===== src/rtl/fp2_result_writeback_pkg.sv =====
// Shared types and helpers for the F(p^2) result writeback stage.
// Holds the FSM encoding and destination address width helper.
`ifndef FP2_RESULT_WRITEBACK_PKG_SV
`define FP2_RESULT_WRITEBACK_PKG_SV
`define CLOG2(x) ($clog2(x))
`endif

package fp2_result_writeback_pkg;

    typedef enum logic [1:0] {
        ST_IDLE   = 2'd0,
        ST_READ   = 2'd1,
        ST_DRAIN  = 2'd2,
        ST_FINISH = 2'd3
    } wb_state_e;

    // Destination write address is {slot, digit}
    function automatic int wr_addr_w(
        input int slots_log,
        input int digits_log
    );
        return slots_log + digits_log;
    endfunction

endpackage


===== src/rtl/delay.sv =====
// Fixed-latency pipeline register.
// Used to align the read address/valid with memory read data.
module delay
    import fp2_result_writeback_pkg::*;
#(
    parameter int WIDTH = 1,
    parameter int DELAY = 1
) (
    input  logic             clk,
    input  logic             rst,
    input  logic [WIDTH-1:0] din,
    output logic [WIDTH-1:0] dout
);

    logic [WIDTH-1:0] pipe_q [DELAY];
    logic [WIDTH-1:0] pipe_d [DELAY];

    // Shift the pipe by one stage
    always_comb begin
        pipe_d[0] = din;
        for (int i = 1; i < DELAY; i++) begin
            pipe_d[i] = pipe_q[i-1];
        end
    end

    // Pipe registers, cleared on reset
    always_ff @(posedge clk) begin
        if (rst) begin
            for (int i = 0; i < DELAY; i++) begin
                pipe_q[i] <= '0;
            end
        end else begin
            pipe_q <= pipe_d;
        end
    end

    assign dout = pipe_q[DELAY-1];

endmodule


===== src/rtl/fp2_result_writeback.sv =====
// Copies c0 (and c1) result digits into a destination memory slot.
// Also reports whether every copied digit was zero.
module fp2_result_writeback
    import fp2_result_writeback_pkg::*;
#(
    parameter int RADIX      = 32,
    parameter int DIGITS     = 14,
    parameter int DIGITS_LOG = `CLOG2(DIGITS),
    parameter int SLOTS      = 16,
    parameter int SLOTS_LOG  = `CLOG2(SLOTS),
    localparam int WR_ADDR_W = wr_addr_w(SLOTS_LOG, DIGITS_LOG)
) (
    input  logic                  clk,
    input  logic                  rst,
    input  logic                  start,
    input  logic                  extension_field_op,
    input  logic [SLOTS_LOG-1:0]  dst_slot,
    output logic                  mem_c_0_rd_en,
    output logic [DIGITS_LOG-1:0] mem_c_0_rd_addr,
    input  logic [RADIX-1:0]      mem_c_0_dout,
    output logic                  mem_c_1_rd_en,
    output logic [DIGITS_LOG-1:0] mem_c_1_rd_addr,
    input  logic [RADIX-1:0]      mem_c_1_dout,
    output logic                  dst_0_wr_en,
    output logic [WR_ADDR_W-1:0]  dst_0_wr_addr,
    output logic [RADIX-1:0]      dst_0_din,
    output logic                  dst_1_wr_en,
    output logic [WR_ADDR_W-1:0]  dst_1_wr_addr,
    output logic [RADIX-1:0]      dst_1_din,
    output logic                  busy,
    output logic                  done,
    output logic                  is_zero
);

    localparam logic [DIGITS_LOG-1:0] LAST = DIGITS_LOG'(DIGITS - 1);

    wb_state_e             state_q, state_d;
    logic [DIGITS_LOG-1:0] cnt_q, cnt_d;
    logic [SLOTS_LOG-1:0]  slot_q, slot_d;
    logic                  ext_q, ext_d;
    logic                  acc_q, acc_d;
    logic                  iz_q, iz_d;

    logic                  rd_valid;
    logic [DIGITS_LOG:0]   dly_in;
    logic [DIGITS_LOG:0]   dly_out;
    logic                  wr_valid;
    logic [DIGITS_LOG-1:0] wr_digit;

    assign rd_valid = (state_q == ST_READ);
    assign dly_in   = {rd_valid, cnt_q};
    assign wr_valid = dly_out[DIGITS_LOG];
    assign wr_digit = dly_out[DIGITS_LOG-1:0];

    delay #(
        .WIDTH (DIGITS_LOG + 1),
        .DELAY (1)
    ) u_addr_dly (
        .clk  (clk),
        .rst  (rst),
        .din  (dly_in),
        .dout (dly_out)
    );

    // State and datapath registers
    always_ff @(posedge clk) begin
        if (rst) begin
            state_q <= ST_IDLE;
            cnt_q   <= '0;
            slot_q  <= '0;
            ext_q   <= 1'b0;
            acc_q   <= 1'b0;
            iz_q    <= 1'b0;
        end else begin
            state_q <= state_d;
            cnt_q   <= cnt_d;
            slot_q  <= slot_d;
            ext_q   <= ext_d;
            acc_q   <= acc_d;
            iz_q    <= iz_d;
        end
    end

    // Next state, digit counter and command latches
    always_comb begin
        state_d = state_q;
        cnt_d   = cnt_q;
        slot_d  = slot_q;
        ext_d   = ext_q;
        unique case (state_q)
            ST_IDLE: begin
                if (start) begin
                    state_d = ST_READ;
                    cnt_d   = '0;
                    slot_d  = dst_slot;
                    ext_d   = extension_field_op;
                end
            end
            ST_READ: begin
                cnt_d = cnt_q + DIGITS_LOG'(1);
                if (cnt_q == LAST) begin
                    state_d = ST_DRAIN;
                end
            end
            ST_DRAIN:  state_d = ST_FINISH;
            ST_FINISH: state_d = ST_IDLE;
            default:   state_d = ST_IDLE;
        endcase
    end

    // Zero accumulator; result captured as the last digit lands
    always_comb begin
        acc_d = acc_q;
        iz_d  = iz_q;
        if (state_q == ST_IDLE && start) begin
            acc_d = 1'b1;
            iz_d  = 1'b0;
        end else if (wr_valid) begin
            acc_d = acc_q
                  & (mem_c_0_dout == '0)
                  & (~ext_q | (mem_c_1_dout == '0));
        end
        if (state_q == ST_DRAIN) begin
            iz_d = acc_d;
        end
    end

    // Port outputs; inactive addresses and data drive zero
    always_comb begin
        busy            = (state_q == ST_READ)
                        | (state_q == ST_DRAIN);
        done            = (state_q == ST_FINISH);
        is_zero         = iz_q;
        mem_c_0_rd_en   = rd_valid;
        mem_c_0_rd_addr = rd_valid ? cnt_q : '0;
        mem_c_1_rd_en   = rd_valid & ext_q;
        mem_c_1_rd_addr = mem_c_1_rd_en ? cnt_q : '0;
        dst_0_wr_en     = wr_valid;
        dst_0_wr_addr   = '0;
        dst_0_din       = '0;
        dst_1_wr_en     = wr_valid & ext_q;
        dst_1_wr_addr   = '0;
        dst_1_din       = '0;
        if (dst_0_wr_en) begin
            dst_0_wr_addr = {slot_q, wr_digit};
            dst_0_din     = mem_c_0_dout;
        end
        if (dst_1_wr_en) begin
            dst_1_wr_addr = {slot_q, wr_digit};
            dst_1_din     = mem_c_1_dout;
        end
    end

endmodule

===== config.mk =====
export PLATFORM = sky130hd
export DESIGN_NAME = fp2_result_writeback
export DESIGN_NICKNAME = d
export VERILOG_FILES = /design/src/rtl/fp2_result_writeback_pkg.sv /design/src/rtl/delay.sv /design/src/rtl/fp2_result_writeback.sv
export SDC_FILE = /design/constraint.sdc
export NUM_CORES = 1
export LEC_CHECK = 0
export CAP_MARGIN = 40
export CORE_AREA = 2 2 64 66
export DETAILED_ROUTE_END_ITERATION = 6
export DIE_AREA = 0 0 66 68
export DONT_BUFFER_PORTS = 1
export PLACE_DENSITY = 0.65
export SLEW_MARGIN = 20
export SYNTH_ARGS = -nofsm -noshare
export SYNTH_HDL_FRONTEND = slang
export SYNTH_SLANG_ARGS = --single-unit

===== constraint.sdc =====
create_clock -name clk -period 2.2 [get_ports clk]
set_input_delay 0.22 -clock clk [delete_from_list [all_inputs] [get_ports clk]]
set_output_delay 0.22 -clock clk [all_outputs]
set_load 0.01 [all_outputs]

==> flow_metrics.env, run 1 <==
export IMPL_asyncSetResetFlopFracSynth_pct=0
export IMPL_globalplace_congestion=0.7190
export IMPL_slew_limit_headroom_pct=65.35
export IMPL_cap_viol_max_count=0
export IMPL_cts_root_buf="clkbuf_8"
export IMPL_h_tree_levels=1
export IMPL_die_width_um=66
export IMPL_ir_drop_v=0.0006704
export IMPL_floorplan_die_area_um2=4488
export IMPL_synth_edff_count=0
export IMPL_grt_antenna_before_repair=0
export IMPL_first_global_vias=1245
export IMPL_fin_skew_ns=0.006070
export IMPL_synth_cell_area_um2=1490
export IMPL_clockBufferDepth=2
export IMPL_grt_busiest_layer="met2"
export IMPL_synthesis_yosys_warnings=0
export IMPL_syn_avg_cell_area_um2=7.029
export IMPL_final_util_pct=40.46
export IMPL_clock_sink_count=18
export IMPL_run_status="finished, final reports clean"
export IMPL_share_of_final_layout_standard_cells_stronger_than_drive_strength_1_pct=4.000
export IMPL_p_leak_nw=0.7352
export IMPL_path_cells="inv_1 -> ha_1 -> and3_1"
export IMPL_cts_made_buffers=3
export IMPL_crit_end="mem_c_1_rd_addr[1]"
export IMPL_cts_post_setup_buffers_inserted=0
export IMPL_number_of_gates_resized_after_cts=0
export IMPL_number_of_rows_in_the_core_area=23
export IMPL_initialDrtViolationCount=53
export IMPL_drt_wirelength_per_cell_um=18.29
export IMPL_netlist_instances=212
export IMPL_synth_sequential_area_ratio_pct=24.18
export IMPL_placeableCoreArea_um2=3856
export IMPL_cpPeakStageDelay_ns=0.49
export IMPL_globalRouteMet3Util_pct=3.289
export IMPL_category_of_the_most_critical_setup_path="reg -> out"
export IMPL_finalNetCount=280
export IMPL_finalSetupViolations=0
export IMPL_number_of_cells_traversed_by_the_worst_register_to_register_path=5
export IMPL_post_layout_instance_count_excluding_filler_cells=250
export IMPL_grt_setup_unrepaired="false"
export IMPL_crit_path_top_delay_cell="ha_1"
export IMPL_pin_count_of_the_biggest_net_entering_global_routing=55
export IMPL_met2_usage_pct=29.55
export IMPL_data_required_time_of_the_critical_path_ns=1.98
export IMPL_insertion_delay_ns=0.25
export IMPL_fillerInstances=409
export IMPL_synth_cell_type_count=25
export IMPL_dp_final_hpwl_um=3864
export IMPL_maxClockFrequency_mhz=597.1
export IMPL_crit_reg2reg_capture="cnt_q[3]"
export IMPL_syn_num_nets=290
export IMPL_number_of_antenna_cells_inserted=0
export IMPL_cp_data_arrival_time_ns=1.45
export IMPL_final_clock_period_utilization_by_the_worst_path_pct=76.13
export IMPL_finalSetupTns_ns=0
export IMPL_ys_seq_elements=18
export IMPL_number_of_vias_in_the_routed_layout=1464
export IMPL_initial_utilization_pct=38.64
export IMPL_crit_start="state_q[1]"
export IMPL_drt_wl_total_um=4573
export IMPL_io_buffer_count=0
export IMPL_vias_per_cell=5.856
export IMPL_report_final_slew_viol_count=0
export IMPL_worst_slew_pin_transition_ns=0.5197
export IMPL_r2r_slack_ns=0.59
export IMPL_cellPowerDensity_nw_per_um2=789.4
export IMPL_global_route_usage_total_pct=17.97
export IMPL_grtUsageMet1_pct=24.02
export IMPL_number_of_hold_violations_in_the_final_report=0
export IMPL_period_minus_slack_ns=1.675
export IMPL_first_pass_iters=4
export IMPL_timing_critical_path_from_type="flop"
export IMPL_drc=0
export IMPL_dp_cells=247
export IMPL_critical_path_peak_fanout=17
export IMPL_ports=167
export IMPL_grt_ovfl_total=0
export IMPL_die_height_um=68
export IMPL_clock_tree_from_tritoncts="yes"
export IMPL_cp_end_kind="output pin"
export IMPL_postSynth_topFlopCell="dfxtp_1"
export IMPL_clk_pin_slew_worst_paths_ns=0.07
export IMPL_total_power_mw=1.232
export IMPL_area_growth_syn_to_layout_pct=4.702
export IMPL_worst_r2r_startpoint="state_q[1]"
export IMPL_count_of_hold_fix_buffers_inserted_at_cts=0
export IMPL_postRouteAntennaNets=0
export IMPL_hp_class="in -> reg"
export IMPL_first_pass_grt_wire_length_um=6168
export IMPL_finalHoldWorstSlack_ns=0.02118
[cells in the mapped netlist (2+ instances only)]
cell,instances,share of area [%]
nor2_1,11,2.8
nand2b_1,2,0.84
dfxtp_1,18,24
nand4_1,4,1.7
a22oi_1,2,1.0
nand3_1,3,1.0
nor4_1,16,6.7
buf_2,2,0.67
ha_1,6,5.0
nor2b_1,3,1.3
nand2_1,13,3.3
and3_1,45,19
o21ai_1,2,0.67
a21oi_1,9,3.0
clkbuf_1,16,4.0
inv_1,4,1.0
and2_1,47,20
o21ai_0,2,0.67
[state kept, by name, summed over array words and instances, names as in the netlist]
| register | count |
|---|---|
| ext_q | 1 |
| acc_q | 1 |
| u_addr_dly.dout | 5 |
| state_q | 2 |
| slot_q | 4 |
| cnt_q | 4 |
| is_zero | 1 |
[cells by family (layout without fill, tap and decap cells)]
logic type / after synthesis / after routing / synth area share, %
compound gates: 19 / 19 / 7.389
fa+ha+maj: 6 / 6 / 5.038
buf+inv: 22 / 10 / 5.709
flops: 18 / 18 / 24.18
mux: 1 / 1 / 0.6717
simple gates: 146 / 146 / 57.01
[per-stage QoR]
stage	instance area [um^2]	worst slack [ns]
floorplan	1490	0.8416
global placement	1519	0.6725
detailed placement	1519	0.6139
CTS	1560	0.5251
global route	1560	0.3941
finish	1560	0.5251
[critical path: cells and delay by family (launching register included)]
| family | cells | cell delay (ns) |
|---|---|---|
| adder cells (fa/ha/maj) | 1 | 0.49 |
| AND/OR/NAND/NOR | 1 | 0.29 |
| flip-flops | 1 | 0.33 |
| buffers and inverters | 1 | 0.09 |
[cell type report]
cell class | instances | area (um^2) | area share [%]
multi-input cells | 172 | 1045 | 66.96
flip-flops and latches | 18 | 361.6 | 23.18
well taps | 50 | 62.56 | 4.010
clock buffers | 3 | 41.29 | 2.646
repair buffers | 3 | 35.03 | 2.245
inverters | 4 | 15.01 | 0.9623
[worst min path at each step]
stage | start | endpoint | cells past startpoint
floorplan | dst_slot[0] | slot_q[0] | 2
global placement | rst | acc_q | 1
detailed placement | rst | u_addr_dly.dout[4] | 1
CTS | rst | acc_q | 1
global route | rst | acc_q | 1
finish | rst | acc_q | 1
[layer usage]
metal,vias to the layer above,wire length (um),share of wire [%]
li1,713,-,-
met3,7,423,9.2
met4,0,61,1.3
met5,-,0,0
met1,669,1858,41
met2,75,2229,49
[power by group]
group          switching (mW)  leakage [nW]  internal (mW)
registers              0.0801         0.147          0.386
clock network           0.100        0.0216          0.121
logic                   0.356         0.566          0.188
total                   0.536         0.735          0.695
[layout by cell type, fill, tap and decap left out, drive strengths merged, types with 3 or more instances in the layout]
cell type	synthesis	routed
a21oi	10	10
and2	47	47
and3	45	45
buf	2	3
clkbuf	16	3
dfxtp	18	18
ha	6	6
inv	4	4
nand2	13	13
nand3	3	3
nand4	4	4
nor2	11	11
nor2b	3	3
nor4	16	16
o21ai	4	4
Power figures use the tool's default switching activity.
==> run 2, diff against run 1 <==
- clock period: 2.2 -> 1.55 ns (I/O delays scaled with it)
==> run 2 against run 1 <==
Against the previous run: sequential power increased by 33%; core utilization increased by 1.1 points; wire length increased by 2.6%; clock skew decreased by 0.0053 ns; final cell count increased by 1.6%; sequential cell count unchanged; via count increased by 0.34%; first-iteration DRC count increased by 11%; non-clock buffer count increased by 3; clock-buffer cell count increased by 1; largest cell class unchanged.
==> flow_metrics.env, run 2 (synthesized netlist as in run 1, its figures left out) <==
export IMPL_dp_final_hpwl_um=3850
export IMPL_die_height_um=68
export IMPL_die_width_um=66
export IMPL_cellPowerDensity_nw_per_um2=1162
export IMPL_ir_drop_v=0.001040
export IMPL_dp_cells=249
export IMPL_met1_length_um=1921
export IMPL_first_global_vias=1261
export IMPL_insertion_delay_ns=0.25
export IMPL_grt_ovfl_total=0
export IMPL_slew_limit_headroom_pct=55.99
export IMPL_met3RoutedLength_um=466
export IMPL_largest_reg_flops=5
export IMPL_final_common_cell="and2_1"
export IMPL_layout_common_cells="47 x and2_1, 45 x and3_1, 17 x dfxtp_1, 16 x nor4_1, 13 x nand2_1"
export IMPL_fin_skew_ns=0.0007649
export IMPL_placedInstanceArea_um2=1534
export IMPL_cts_root_buf="clkbuf_8"
export IMPL_floorplan_die_area_um2=4488
export IMPL_finalNetCount=283
export IMPL_worst_path_buf_inv=2
export IMPL_final_clock_period_utilization_by_the_worst_path_pct=97.40
export IMPL_period_minus_slack_ns=1.510
export IMPL_hp_class="in -> reg"
export IMPL_share_of_final_layout_standard_cells_stronger_than_drive_strength_1_pct=5.882
export IMPL_maxClockFrequency_mhz=662.4
export IMPL_timing_critical_path_from_type="flop"
export IMPL_vias_per_cell=5.783
export IMPL_clk_pin_slew_worst_paths_ns=0.07
export IMPL_internal_power_mw=1.063
export IMPL_cts_post_setup_buffers_inserted=0
export IMPL_cp_data_arrival_time_ns=1.35
export IMPL_postRouteAntennaNets=0
export IMPL_drt_wirelength_per_cell_um=18.47
export IMPL_stdcell_area_um2=1604
export IMPL_drt_wl_total_um=4692
export IMPL_worst_slack_ns=0.04027
export IMPL_p_switching_uw=801.1
export IMPL_finalSetupTns_ns=0
export IMPL_number_of_rows_in_the_core_area=23
export IMPL_clock_sink_count=18
export IMPL_pin_count_of_the_biggest_net_entering_global_routing=69
export IMPL_initialDrtViolationCount=59
export IMPL_clockBufferDepth=2
export IMPL_switching_share_pct=42.97
export IMPL_number_of_vias_in_the_routed_layout=1469
export IMPL_number_of_hold_violations_in_the_final_report=0
export IMPL_finalSetupViolations=0
export IMPL_post_layout_instance_count_excluding_filler_cells=254
export IMPL_relative_contribution_of_sequential_cells_to_total_power_pct=33.3
export IMPL_grt_antenna_before_repair=0
export IMPL_power_combinational_fraction_pct=46.4
export IMPL_h_tree_levels=1
export IMPL_cts_made_buffers=3
export IMPL_first_pass_grt_wire_length_um=6375
export IMPL_detailedPlace_worstSlack_ns=0.09605
export IMPL_clock_tree_from_tritoncts="yes"
export IMPL_initial_utilization_pct=38.64
export IMPL_total_power_mw=1.864
export IMPL_finalHoldWorstSlack_ns=0.01311
export IMPL_cp_end_kind="output pin"
export IMPL_number_of_antenna_cells_inserted=0
export IMPL_topRoutingLayerUsed="met4"
export IMPL_globalplace_congestion=0.7201
export IMPL_cpLargestDelayFamily="flip-flops"
export IMPL_placeableCoreArea_um2=3856
export IMPL_io_buffer_count=0
export IMPL_report_final_slew_viol_count=0
export IMPL_crit_path_top_delay_cell="dfxtp_1"
export IMPL_global_route_usage_total_pct=18.51
export IMPL_area_growth_syn_to_layout_pct=7.641
export IMPL_drc=0
export IMPL_clock_power_share_pct=20.3
export IMPL_p_leak_nw=0.7601
export IMPL_cpPeakStageDelay_ns=0.36
export IMPL_data_required_time_of_the_critical_path_ns=1.39
export IMPL_grt_setup_unrepaired="true"
export IMPL_category_of_the_most_critical_setup_path="reg -> out"
export IMPL_final_util_pct=41.60
export IMPL_route_met2_wl_um=2288
export IMPL_first_pass_iters=6
export IMPL_worst_slew_pin_transition_ns=0.6579
export IMPL_ports=167
export IMPL_run_status="finished, final reports clean"
export IMPL_cap_viol_max_count=0
export IMPL_path_cells="inv_1 -> ha_1 -> buf_4 -> and3_1"
export IMPL_critical_path_peak_fanout=13
[run 2: changes by cell type in the layout (fill, tap and decap cells not counted), sizes merged]
cell,change
buf,+2
clkbuf,+1
dlygate4sd3,+1
[run 2: power by group through the flow]
stage                     Combinational (mW)  Clock, mW  Sequential (mW)
after floorplan                        0.715          0            0.607
after global placement                 0.837          0            0.627
after detailed placement               0.853          0            0.634
after CTS                              0.863      0.387            0.623
after global routing                   0.975      0.405            0.634
final                                  0.865      0.378            0.621
[run 2: routing by layer]
metal	vias up	GRT usage (%)
met5	-	0
met4	0	3.827
met3	2	4.441
met2	76	31.57
met1	676	23.93
li1	715	-
[run 2: cell type report]
cell class / instances / area, um^2
timing repair buffer: 6 / 60.06
sequential: 18 / 361.6
tap: 50 / 62.56
multi-input combinational: 172 / 1050
clock buffer: 4 / 55.05
inverter: 4 / 15.01
fill: 423 / 2252
[run 2: timing repair]
item,in CTS,in global routing
hold buffers,1,0
hold endpoints to repair,17,0
setup endpoints to repair,0,11
gates resized for setup,0,1
[run 2: final timing paths]
path                                  from  slack (ns)                 end  cells past startpoint
worst max register to register  state_q[0]        0.06          state_q[1]                      7
worst max-delay path            state_q[1]        0.04  mem_c_1_rd_addr[2]                      4
worst min register to register   slot_q[0]        0.47           slot_q[0]                      2
worst min-delay path                   rst        0.01             is_zero                      1
==> run 3, diff against run 2 <==
- SYNTH_HIERARCHICAL: unset -> 1
- clock period: 1.55 -> 1.4 ns (I/O delays scaled with it)
==> run 3 against run 2 <==
Against the previous run: the flow now finishes with violations (negative hold slack); critical path depth did not move; total power increased by 28%; wire length shrank 1.7%; synthesized cell count fell by 0.47%; sequential share of layout area decreased by 1.7 points; hold slack lost 0.082 ns; largest cell class unchanged; highest routed layer unchanged.
==> flow_metrics.env, run 3 <==
export IMPL_synth_cell_type_count=26
export IMPL_synth_cell_area_um2=1491
export IMPL_timing_critical_path_from_type="flop"
export IMPL_postRouteAntennaNets=0
export IMPL_largest_reg_flops=5
export IMPL_cts_made_buffers=3
export IMPL_pin_count_of_the_biggest_net_entering_global_routing=47
export IMPL_stdcell_area_um2=1749
export IMPL_die_height_um=68
export IMPL_placedInstanceArea_um2=1564
export IMPL_postSynth_topFlopCell="dfxtp_1"
export IMPL_cp_data_arrival_time_ns=1.23
export IMPL_insertion_delay_ns=0.26
export IMPL_syn_num_nets=289
export IMPL_first_global_vias=1246
export IMPL_run_status="finished, violations left"
export IMPL_yosys_area_top_type="dfxtp_1"
export IMPL_hp_class="in -> reg"
export IMPL_report_final_slew_viol_count=0
export IMPL_finalNetCount=292
export IMPL_number_of_hold_violations_in_the_final_report=14
export IMPL_violated_checks="negative hold slack"
export IMPL_maxClockFrequency_mhz=731.4
export IMPL_p_leak_nw=0.8147
export IMPL_initialDrtViolationCount=41
export IMPL_drt_wirelength_per_cell_um=17.54
export IMPL_finalHoldWorstSlack_ns=-0.06842
export IMPL_category_of_the_most_critical_setup_path="reg -> out"
export IMPL_first_pass_grt_wire_length_um=6037
export IMPL_total_power_mw=2.381
export IMPL_synth_sequential_area_ratio_pct=24.16
export IMPL_finalSetupTns_ns=0
export IMPL_number_of_rows_in_the_core_area=23
export IMPL_topRoutingLayerUsed="met4"
export IMPL_netlist_instances=211
export IMPL_netlist_top_cells_count="47 x and2_1, 45 x and3_1, 18 x dfxtp_1, 16 x nor4_1, 14 x clkbuf_1"
export IMPL_cellPowerDensity_nw_per_um2=1361
export IMPL_initial_utilization_pct=38.68
export IMPL_period_minus_slack_ns=1.367
export IMPL_drc=0
export IMPL_worst_slew_pin_transition_ns=0.3168
export IMPL_dp_final_hpwl_um=3594
export IMPL_final_common_cell="and2_1"
export IMPL_met3RoutedLength_um=409
export IMPL_number_of_vias_in_the_routed_layout=1527
export IMPL_cts_post_setup_buffers_inserted=0
export IMPL_number_of_antenna_cells_inserted=0
export IMPL_ys_seq_elements=18
export IMPL_grt_ovfl_total=0
export IMPL_data_required_time_of_the_critical_path_ns=1.26
export IMPL_cts_root_buf="clkbuf_8"
export IMPL_first_pass_iters=4
export IMPL_h_tree_levels=1
export IMPL_vias_per_cell=5.806
export IMPL_die_width_um=66
export IMPL_finalSetupViolations=0
export IMPL_synth_most_common_cell="and2_1"
export IMPL_placeableCoreArea_um2=3856
export IMPL_synth_edff_count=0
export IMPL_global_route_usage_total_pct=17.38
export IMPL_count_of_hold_fix_buffers_inserted_at_cts=4
export IMPL_globalplace_congestion=0.8163
export IMPL_syn_avg_cell_area_um2=7.068
export IMPL_floorplan_die_area_um2=4488
export IMPL_drt_wl_total_um=4613
export IMPL_cp_end_kind="output pin"
export IMPL_share_of_final_layout_standard_cells_stronger_than_drive_strength_1_pct=13.15
export IMPL_grt_antenna_before_repair=0
export IMPL_synth_top_area_share_pct=24.16
export IMPL_ports=167
export IMPL_cap_viol_max_count=0
export IMPL_slew_limit_headroom_pct=78.74
export IMPL_synthesis_yosys_warnings=6
export IMPL_asyncSetResetFlopFracSynth_pct=0
export IMPL_fin_skew_ns=0.006340
export IMPL_critical_path_peak_fanout=6
export IMPL_ir_drop_v=0.001084
export IMPL_final_util_pct=45.36
export IMPL_route_met2_wl_um=2201
export IMPL_layout_common_cells="47 x and2_1, 41 x and3_1, 16 x nor4_1, 15 x dfxtp_1, 13 x nand2_1"
export IMPL_met1_length_um=1962
export IMPL_area_growth_syn_to_layout_pct=17.28
export IMPL_clock_sink_count=18
export IMPL_io_buffer_count=0
export IMPL_final_clock_period_utilization_by_the_worst_path_pct=97.66
export IMPL_yosys_top_cells_area="dfxtp_1 24%, and2_1 20%, and3_1 19%"
export IMPL_clk_pin_slew_worst_paths_ns=0.07
export IMPL_clock_tree_from_tritoncts="yes"
export IMPL_clockBufferDepth=2
## run 3: logic make-up after synthesis
family          share of synthesized area [%]
buf+inv                                 5.452
compound gates                          7.382
flops                                   24.16
simple gates                            57.30
mux                                    0.6712
fa+ha+maj                               5.033
## run 3: final timing paths
check / from / end / slack, ns / cells after the start
setup reg to reg: state_q[0] / cnt_q[2] / 0.09 / 8
hold reg to reg: slot_q[0] / slot_q[0] / 0.46 / 2
hold / removal: rst / u_addr_dly/dout[4] / -0.07 / 1
setup / recovery: state_q[1] / mem_c_0_rd_addr[2] / 0.03 / 4
## run 3: layout make-up
class | count | area [um^2]
inverters | 4 | 17.52
repair buffers | 15 | 151.4
fillers | 374 | 2107
multi-input cells | 172 | 1099
clock buffers | 4 | 55.05
well taps | 50 | 62.56
flip-flops and latches | 18 | 364.1
## run 3: timing repair
| item | CTS | global route |
|---|---|---|
| gates resized for setup | 6 | 11 |
| pin swaps | 0 | 1 |
| setup endpoints to repair | 10 | 19 |
| gates cloned | 0 | 1 |
| endpoints found under the hold margin | 18 | 14 |
## run 3: metrics by stage
step | instances | setup slack, ns
floorplan | 211 | 0.06523
global placement | 254 | 0.04033
detailed placement | 254 | 0.01485
CTS | 262 | 0.005683
global route | 263 | -0.03748
finish | 263 | 0.03278
## run 3: per-layer routing
layer | global-route usage (%) | up-vias
met5 | 0 | -
met4 | 5.357 | 0
met3 | 4.441 | 4
met2 | 28.03 | 77
met1 | 22.89 | 706
li1 | - | 740
## run 3: power breakdown
group / leakage (nW) / switching (mW) / internal (mW)
sequential: 0.148 / 0.0827 / 0.612
clock: 0.0288 / 0.188 / 0.251
combinational: 0.638 / 0.715 / 0.532
total: 0.815 / 0.986 / 1.40
## run 3: worst max-delay path, cell delays in order, from the launching register on
cell,delay [ns]
dfxtp_2,0.37
inv_4,0.06
ha_4,0.20
clkbuf_16,0.16
and2_1,0.19
